<file path="src/rtl/sdcard_cmd_seq.sv">
// SPI-mode SD command sequencer: drives the byte engine's register port
// through one command frame, its response and an optional data block.
module sdcard_cmd_seq #(
    parameter int NCR_MAX   = 8,
    parameter int TOKEN_MAX = 4095,
    parameter int BLOCK_LEN = 512
) (
    input  logic        clk,
    input  logic        reset,
    input  logic [7:0]  clk_div,
    input  logic        cmd_start,
    input  logic [5:0]  cmd_index,
    input  logic [31:0] cmd_arg,
    input  logic [2:0]  rsp_extra,
    input  logic        data_rd,
    output logic        busy,
    output logic        done,
    output logic [7:0]  r1,
    output logic [31:0] rsp_ext,
    output logic        err_timeout,
    output logic        err_token,
    output logic        err_crc,
    output logic        dat_valid,
    output logic [7:0]  dat_byte,
    output logic [3:0]  m_adr,
    output logic        m_cs,
    output logic        m_we,
    output logic [3:0]  m_sel,
    output logic [31:0] m_d,
    input  logic [31:0] m_q
);

    // Register-map bit 0 is the MSB, so map bit k lands on [31-k] here.
    localparam logic [11:0] NCR_LAST = 12'(NCR_MAX - 1);
    localparam logic [11:0] TOK_LAST = 12'(TOKEN_MAX - 1);
    localparam logic [11:0] BLK_LAST = 12'(BLOCK_LEN - 1);

    typedef enum logic [2:0] {
        S_IDLE, S_WR, S_POLL, S_CRC7, S_PRESET, S_CRC16, S_DESEL, S_DONE
    } state_t;

    typedef enum logic [3:0] {
        P_PRE, P_CMD, P_CRC, P_NCR, P_EXT, P_TOK, P_DATA, P_DCRC, P_TAIL
    } step_t;

    state_t      state_q, state_n;
    step_t       step_q, step_n;
    logic [11:0] cnt_q, cnt_n;
    logic [5:0]  idx_q, idx_n;
    logic [31:0] arg_q, arg_n;
    logic [2:0]  ext_q, ext_n;
    logic        rd_q, rd_n;
    logic [7:0]  div_q, div_n;
    logic [7:0]  crc7_q, crc7_n;
    logic [7:0]  r1_q, r1_n;
    logic [31:0] rsp_q, rsp_n;
    logic        to_q, to_n;
    logic        tok_q, tok_n;
    logic        crc_q, crc_n;
    logic        dv_q, dv_n;
    logic [7:0]  db_q, db_n;
    logic [7:0]  tx_byte;
    logic [7:0]  rx;
    logic        eng_busy;
    logic        unused_q;

    assign rx       = m_q[7:0];
    assign eng_busy = m_q[8];
    assign unused_q = ^m_q[23:16];

    assign busy        = (state_q != S_IDLE) && (state_q != S_DONE);
    assign done        = (state_q == S_DONE);
    assign r1          = r1_q;
    assign rsp_ext     = rsp_q;
    assign err_timeout = to_q;
    assign err_token   = tok_q;
    assign err_crc     = crc_q;
    assign dat_valid   = dv_q;
    assign dat_byte    = db_q;

    // Byte sent by the current step: command bytes, the CRC7 or idle FF.
    always_comb begin
        tx_byte = 8'hFF;
        if (step_q == P_CMD) begin
            case (cnt_q[2:0])
                3'd0:    tx_byte = {2'b01, idx_q};
                3'd1:    tx_byte = arg_q[31:24];
                3'd2:    tx_byte = arg_q[23:16];
                3'd3:    tx_byte = arg_q[15:8];
                3'd4:    tx_byte = arg_q[7:0];
                default: tx_byte = 8'hFF;
            endcase
        end else if (step_q == P_CRC) begin
            tx_byte = crc7_q;
        end
    end

    // Sequencer next-state, bus cycle generation and datapath updates.
    always_comb begin
        state_n = state_q;
        step_n  = step_q;
        cnt_n   = cnt_q;
        idx_n   = idx_q;
        arg_n   = arg_q;
        ext_n   = ext_q;
        rd_n    = rd_q;
        div_n   = div_q;
        crc7_n  = crc7_q;
        r1_n    = r1_q;
        rsp_n   = rsp_q;
        to_n    = to_q;
        tok_n   = tok_q;
        crc_n   = crc_q;
        dv_n    = 1'b0;
        db_n    = db_q;
        m_cs    = 1'b0;
        m_we    = 1'b0;
        m_adr   = 4'd0;
        m_sel   = 4'b0000;
        m_d     = 32'd0;
        case (state_q)
            S_IDLE: begin
                if (cmd_start) begin
                    idx_n   = cmd_index;
                    arg_n   = cmd_arg;
                    ext_n   = rsp_extra;
                    rd_n    = data_rd;
                    div_n   = clk_div;
                    r1_n    = 8'hFF;
                    rsp_n   = 32'd0;
                    to_n    = 1'b0;
                    tok_n   = 1'b0;
                    crc_n   = 1'b0;
                    step_n  = P_PRE;
                    cnt_n   = 12'd0;
                    state_n = S_WR;
                end
            end
            S_WR: begin
                m_cs        = 1'b1;
                m_we        = 1'b1;
                m_sel       = 4'b1011;
                m_d[31:24]  = div_q;
                m_d[12]     = (step_q != P_PRE);
                m_d[8]      = 1'b1;
                m_d[7:0]    = tx_byte;
                state_n     = S_POLL;
            end
            S_POLL: begin
                m_cs = 1'b1;
                if (!eng_busy) begin
                    state_n = S_WR;
                    case (step_q)
                        P_PRE: begin
                            step_n = P_CMD;
                            cnt_n  = 12'd0;
                        end
                        P_CMD: begin
                            if (cnt_q == 12'd4) begin
                                step_n  = P_CRC;
                                state_n = S_CRC7;
                            end else begin
                                cnt_n = cnt_q + 12'd1;
                            end
                        end
                        P_CRC: begin
                            step_n = P_NCR;
                            cnt_n  = 12'd0;
                        end
                        P_NCR: begin
                            if (!rx[7]) begin
                                r1_n  = rx;
                                cnt_n = 12'd0;
                                if (ext_q != 3'd0)
                                    step_n = P_EXT;
                                else if (rd_q && rx == 8'h00)
                                    step_n = P_TOK;
                                else
                                    step_n = P_TAIL;
                            end else if (cnt_q == NCR_LAST) begin
                                to_n   = 1'b1;
                                step_n = P_TAIL;
                            end else begin
                                cnt_n = cnt_q + 12'd1;
                            end
                        end
                        P_EXT: begin
                            rsp_n = {rsp_q[23:0], rx};
                            if (cnt_q + 12'd1 == {9'd0, ext_q}) begin
                                cnt_n = 12'd0;
                                if (rd_q && r1_q == 8'h00)
                                    step_n = P_TOK;
                                else
                                    step_n = P_TAIL;
                            end else begin
                                cnt_n = cnt_q + 12'd1;
                            end
                        end
                        P_TOK: begin
                            if (rx == 8'hFE) begin
                                state_n = S_PRESET;
                            end else if (rx[7:4] == 4'h0) begin
                                tok_n  = 1'b1;
                                step_n = P_TAIL;
                            end else if (cnt_q == TOK_LAST) begin
                                to_n   = 1'b1;
                                step_n = P_TAIL;
                            end else begin
                                cnt_n = cnt_q + 12'd1;
                            end
                        end
                        P_DATA: begin
                            dv_n = 1'b1;
                            db_n = rx;
                            if (cnt_q == BLK_LAST) begin
                                cnt_n  = 12'd0;
                                step_n = P_DCRC;
                            end else begin
                                cnt_n = cnt_q + 12'd1;
                            end
                        end
                        P_DCRC: begin
                            if (cnt_q == 12'd1)
                                state_n = S_CRC16;
                            else
                                cnt_n = cnt_q + 12'd1;
                        end
                        P_TAIL: state_n = S_DESEL;
                        default: step_n = P_TAIL;
                    endcase
                end
            end
            S_CRC7: begin
                m_cs    = 1'b1;
                m_adr   = 4'd1;
                crc7_n  = m_q[31:24];
                step_n  = P_CRC;
                state_n = S_WR;
            end
            S_PRESET: begin
                m_cs    = 1'b1;
                m_we    = 1'b1;
                m_adr   = 4'd1;
                m_sel   = 4'b0011;
                step_n  = P_DATA;
                cnt_n   = 12'd0;
                state_n = S_WR;
            end
            S_CRC16: begin
                m_cs  = 1'b1;
                m_adr = 4'd1;
                if (m_q[15:0] != 16'd0)
                    crc_n = 1'b1;
                step_n  = P_TAIL;
                state_n = S_WR;
            end
            S_DESEL: begin
                m_cs    = 1'b1;
                m_we    = 1'b1;
                m_sel   = 4'b0010;
                state_n = S_DONE;
            end
            S_DONE: state_n = S_IDLE;
            default: state_n = S_IDLE;
        endcase
    end

    // State and datapath registers; reset aborts any sequence in flight.
    always_ff @(posedge clk) begin
        if (reset) begin
            state_q <= S_IDLE;
            step_q  <= P_PRE;
            cnt_q   <= 12'd0;
            idx_q   <= 6'd0;
            arg_q   <= 32'd0;
            ext_q   <= 3'd0;
            rd_q    <= 1'b0;
            div_q   <= 8'd0;
            crc7_q  <= 8'd0;
            r1_q    <= 8'hFF;
            rsp_q   <= 32'd0;
            to_q    <= 1'b0;
            tok_q   <= 1'b0;
            crc_q   <= 1'b0;
            dv_q    <= 1'b0;
            db_q    <= 8'd0;
        end else begin
            state_q <= state_n;
            step_q  <= step_n;
            cnt_q   <= cnt_n;
            idx_q   <= idx_n;
            arg_q   <= arg_n;
            ext_q   <= ext_n;
            rd_q    <= rd_n;
            div_q   <= div_n;
            crc7_q  <= crc7_n;
            r1_q    <= r1_n;
            rsp_q   <= rsp_n;
            to_q    <= to_n;
            tok_q   <= tok_n;
            crc_q   <= crc_n;
            dv_q    <= dv_n;
            db_q    <= db_n;
        end
    end

endmodule

</file>
<file path="config.mk">
export PLATFORM = sky130hd
export DESIGN_NAME = sdcard_cmd_seq
export DESIGN_NICKNAME = d
export VERILOG_FILES = /design/src/rtl/sdcard_cmd_seq.sv
export SDC_FILE = /design/constraint.sdc
export NUM_CORES = 1
export LEC_CHECK = 0
export CORE_MARGIN = 4
export CORE_UTILIZATION = 48
export DETAILED_ROUTE_END_ITERATION = 10
export PLACE_DENSITY = 0.8
export REMOVE_ABC_BUFFERS = 1
export SYNTH_ARGS = -nofsm -noshare
export SYNTH_HDL_FRONTEND = slang
export SYNTH_SLANG_ARGS = --single-unit
</file>
<file path="constraint.sdc">
create_clock -name clk -period 3.1 [get_ports clk]
set_input_delay 0.465 -clock clk [delete_from_list [all_inputs] [get_ports clk]]
set_output_delay 0.465 -clock clk [all_outputs]
set_load 0.01 [all_outputs]
</file>
==> impl.org <==
** Layout
- In the final layout, the share of cells above drive strength 1 is 11.30%.
- Number of standard cells in the layout, taps in and fillers out :: 1190
- Area growth from synthesis to final layout :: 40.32%
- # nets final :: 1096
- 0 antenna diodes ended up in the layout.
- Cell area after layout :: 0.009000 sq mm

** Worst hold path
- Path category of the worst min-delay check :: reg2reg
- The startpoint identified for the worst hold timing path is rsp_ext[30].
- Worst Hold Depth :: 2
- The path with the worst hold slack has its endpoint at rsp_ext[30].

** Clock network
- Clock Path Buffers :: 2
- Max H-tree Level :: 4
- CTS root buf :: clkbuf_16
- Source-to-sink clock delay at the later pin of the worst-skew pair :: 0.43 ns
- Clock-pin slew was measured on the worst setup and hold paths at 0.06 ns.
- CTS saw 129 sinks.
- TritonCTS clock tree :: done
- In this run, CTS created clock tree buffers numbering 17.
- For this design, the CTS-stage hold fixing added 0 buffers.

** Yosys
- Simple-gate share of the synthesized area :: 27.90%
- Yosys printed 0 warnings.
- Compound-cell area share of the yosys netlist :: 21.17%
- Sequential elements use 40.27% of the synthesized area.
- Total of flip-flops plus latches after synthesis :: 129
- After synthesis, the largest family of logic cells by area is simple AND/OR/NAND/NOR gates.
- Multiplexer fraction of the synthesized cell area :: 1.912%
- Share of async-settable or async-resettable flops after synthesis :: 0%
- Average cell area after synthesis :: 7.581 sq um
- Of the total synthesized cell area, the portion taken by XOR and XNOR cells is 0.5462%.
- Count of flip-flops with a built-in enable after synthesis :: 0
- Summing every instance area after synthesis gives 0.006414 sq mm.
- Adder-cell share of the synthesized area :: 1.171%
- For this run, the leading register cell type out of synthesis is dfxtp_1.
- Cell count after synthesis :: 846
- In this run, distinct cell masters in the synthesized netlist total 79.

** GRT
- Across every metal layer, demand over resource in global routing totals 24.79%.
- The via count of the first global-routing pass came to 6013.
- For this run the aggregate overflow at the end of global routing stands at 0.
- The first global-routing pass estimated 29690 um of wire.
- The number of antenna violations at the first check in global routing is 0.
- Entering global routing, the biggest net connects 74 pins.

** Routing
- The detailed router put a total of 8027 um of wire on met1.
- Number of detailed-routing iterations run before antenna repair :: 5
- Detail Route met2 WL :: 9286 um
- # DRC :: 0
- After detailed routing, the met3 layer carries 1597 um of wire.
- Detail-routed via count per cell :: 5.550
- WL final :: 19340 um
- Total vias in the final route :: 6605
- For this block, the initial DRC count from the detailed router was 455.
- After detailed routing, no signal wire sits above met4.
- Post-DRT Antenna Nets :: 0
- Drt wl/cell :: 16.25 um

** Floorplanning
- The floorplan step defined a core boundary enclosing 0.01282 sq mm.
- X dimension of the die :: 123.6 um
- In this run the core area contains 41 standard-cell rows.
- The die covers 0.01528 sq mm.
- 181 I/O pins were placed.
- Vert. Die Dim :: 123.6 um
- The initial utilization of the core area, before any placement, comes to 50.01%.

** STA
- Hold timing on the final database bottoms out at a slack of 0.4532 ns.
- Max Clk Rate :: 336.3 MHz
- Clk_skew :: 0.006480 ns
- In this run the tightest slew margin relative to its limit is 46.62%.
- Share of the clock period used by the worst path after layout :: 95.93%
- Final total negative setup slack :: 0 ns
- Setup violations remaining at the end of the flow were counted as 0.
- Subtracting the final worst setup slack from the clock period gives 2.974 ns.
- Number of failing hold endpoints at the final stage :: 0
- For the pin with the worst max-slew slack, the measured transition is 0.8007 ns.
- Final Slew Violations :: 0

** Worst setup path
- STA classifies the critical path endpoint as an output port.
- Category of the most critical setup path :: reg2out
- Critical path startpoint category :: flip-flop
- The worst register-to-register path begins at cnt_q[0].
- For flop-to-flop paths, the worst setup slack is 0.34 ns.
- Terminus of the critical flop-to-flop path :: cnt_q[5]
- CP Max Fanout :: 9
- At the worst endpoint, the required time is 2.63 ns.
- STA puts the critical path data arrival time at 2.51 ns.
- The number of cells on the worst reg-to-reg path is 9.

** Power
- In this run the power density over the cells is 543.4 mW/mm^2.
- The worst-case IR drop observed on VDD is 0.6064 mV.
- Leakage power figure :: 3.384 nW

** Placement
- In this run the tool buffered the top-level ports with 154 buffer cells.
- Placed cell count :: 1149
- In this run the cell area measured after placement is 0.008149 sq mm.
- After legalization and detailed placement, the total HPWL measured 13140 um.
- Routability cong. :: 0.9343

** Flow run
- Max-cap violations in this run came to 0.

** Run status
- The flow ran to the end, and the final reports show no timing, DRC or antenna violations.
==> critical path: stages (launching register included) <==
cell and delay [ns]:
dfxtp_2 0.35, inv_1 0.08, ha_1 0.25, buf_4 0.20, a22oi_1 0.21, nor2_1 0.08
a2111oi_2 0.32, nor2_1 0.10, clkdlybuf4s50_1 0.49
==> how the worst max path moves through the flow <==
stage,startpoint,end,depth (start not counted)
6_report,cnt_q[1],m_d[1],8
5_1_grt,cnt_q[1],m_d[5],8
3_5_place_dp,cnt_q[1],m_d[0],8
3_3_place_gp,cnt_q[1],m_d[1],8
2_1_floorplan,state_q[0],step_q[0],6
4_1_cts,cnt_q[1],m_d[2],8
==> Yosys cell counts (3+ instances only) <==
cell type  count  area (sq um)
nand4_1        7         43.79
or2_2          4         25.02
buf_4         22         165.2
a2111oi_0      6         52.55
nand3_1       21         105.1
mux2i_1       10         100.1
o211ai_1       3         22.52
o21ai_0       28         140.1
and3_1         5         31.28
a31oi_1        4         25.02
o21ai_1        5         25.02
nor4_1        13         81.33
buf_2          9         45.04
a21oi_1      110         550.5
nor3_1        24         120.1
dfxtp_1      129          2582
clkbuf_1      43         161.4
a21o_1         9         67.56
and2_1        10         62.56
a22oi_1        8         60.06
nor2b_1        9         56.30
nor2_1        56         210.2
ha_1           6         75.07
a22o_1         6         52.55
o21a_1         3         22.52
nand2_1      216         810.8
inv_1         11         41.29
nor3b_1        3         22.52
==> cell usage in the layout, fill, tap and decap left out, types with 7 or more instances in the layout <==
cell,n
buf_4,45
nand3_1,21
bufinv_16,7
nor2_1,56
conb_1,18
o21ai_0,27
a21o_1,9
clkbuf_16,17
nor4_1,12
a22oi_1,8
nand4_1,7
a21oi_1,110
clkdlybuf4s50_1,149
nand2_1,216
mux2i_1,10
inv_1,11
and2_1,9
dfxtp_1,126
nor3_1,22
==> routing by layer <==
layer	GRT usage (%)	vias to the layer above
met3	7.675	40
met2	39.03	292
met4	10.03	0
li1	-	3211
met1	31.65	3062
met5	0	-
==> what timing repair did <==
action / CTS / global route
endpoints found under the setup margin: 7 / 7
gates resized for setup: 14 / 14
setup buffers: 0 / 9
pin swaps: 1 / 1
==> report_power, final <==
part / internal [mW] / switching, mW
registers: 1.73 / 0.0443
clock network: 1.66 / 0.763
logic: 0.310 / 0.383
==> registers in the layout, indices dropped and copies added (netlist names) <==
register,flops
arg_q,32
cnt_q,12
crc7_q,8
dat_byte,8
dat_valid,1
div_q,8
err_crc,1
err_timeout,1
err_token,1
ext_q,3
idx_q,6
r1,8
rd_q,1
rsp_ext,32
state_q,3
step_q,4
==> cells by family after synthesis <==
kind of cell | Yosys count
other | 1
DFF | 129
buffers and inverters | 90
muxes | 12
xor gates and xnor gates | 4
AOI/OAI and AO/OA | 213
adders and majority gates | 6
and+or+nand+nor | 391
==> stage by stage <==
step,worst slack (ns),util (%),power (mW)
6_report,0.1263,70.18,4.891
3_5_place_dp,0.1393,63.54,2.483
4_1_cts,0.002472,69.37,4.902
3_3_place_gp,0.2123,63.54,2.476
5_1_grt,-0.007818,70.18,5.059
2_1_floorplan,-0.04764,-,2.127
==> final cells by class <==
cell class                 count  area, sq um
tap                          172        215.2
multi-input combinational    644         3517
clock buffer                  21        470.5
timing repair buffer         201         1921
inverter                      12        45.04
clock inverter                11        245.2
fill                        1040         3825
sequential                   129         2586
Note: power is estimated with default switching activity, not from simulation.
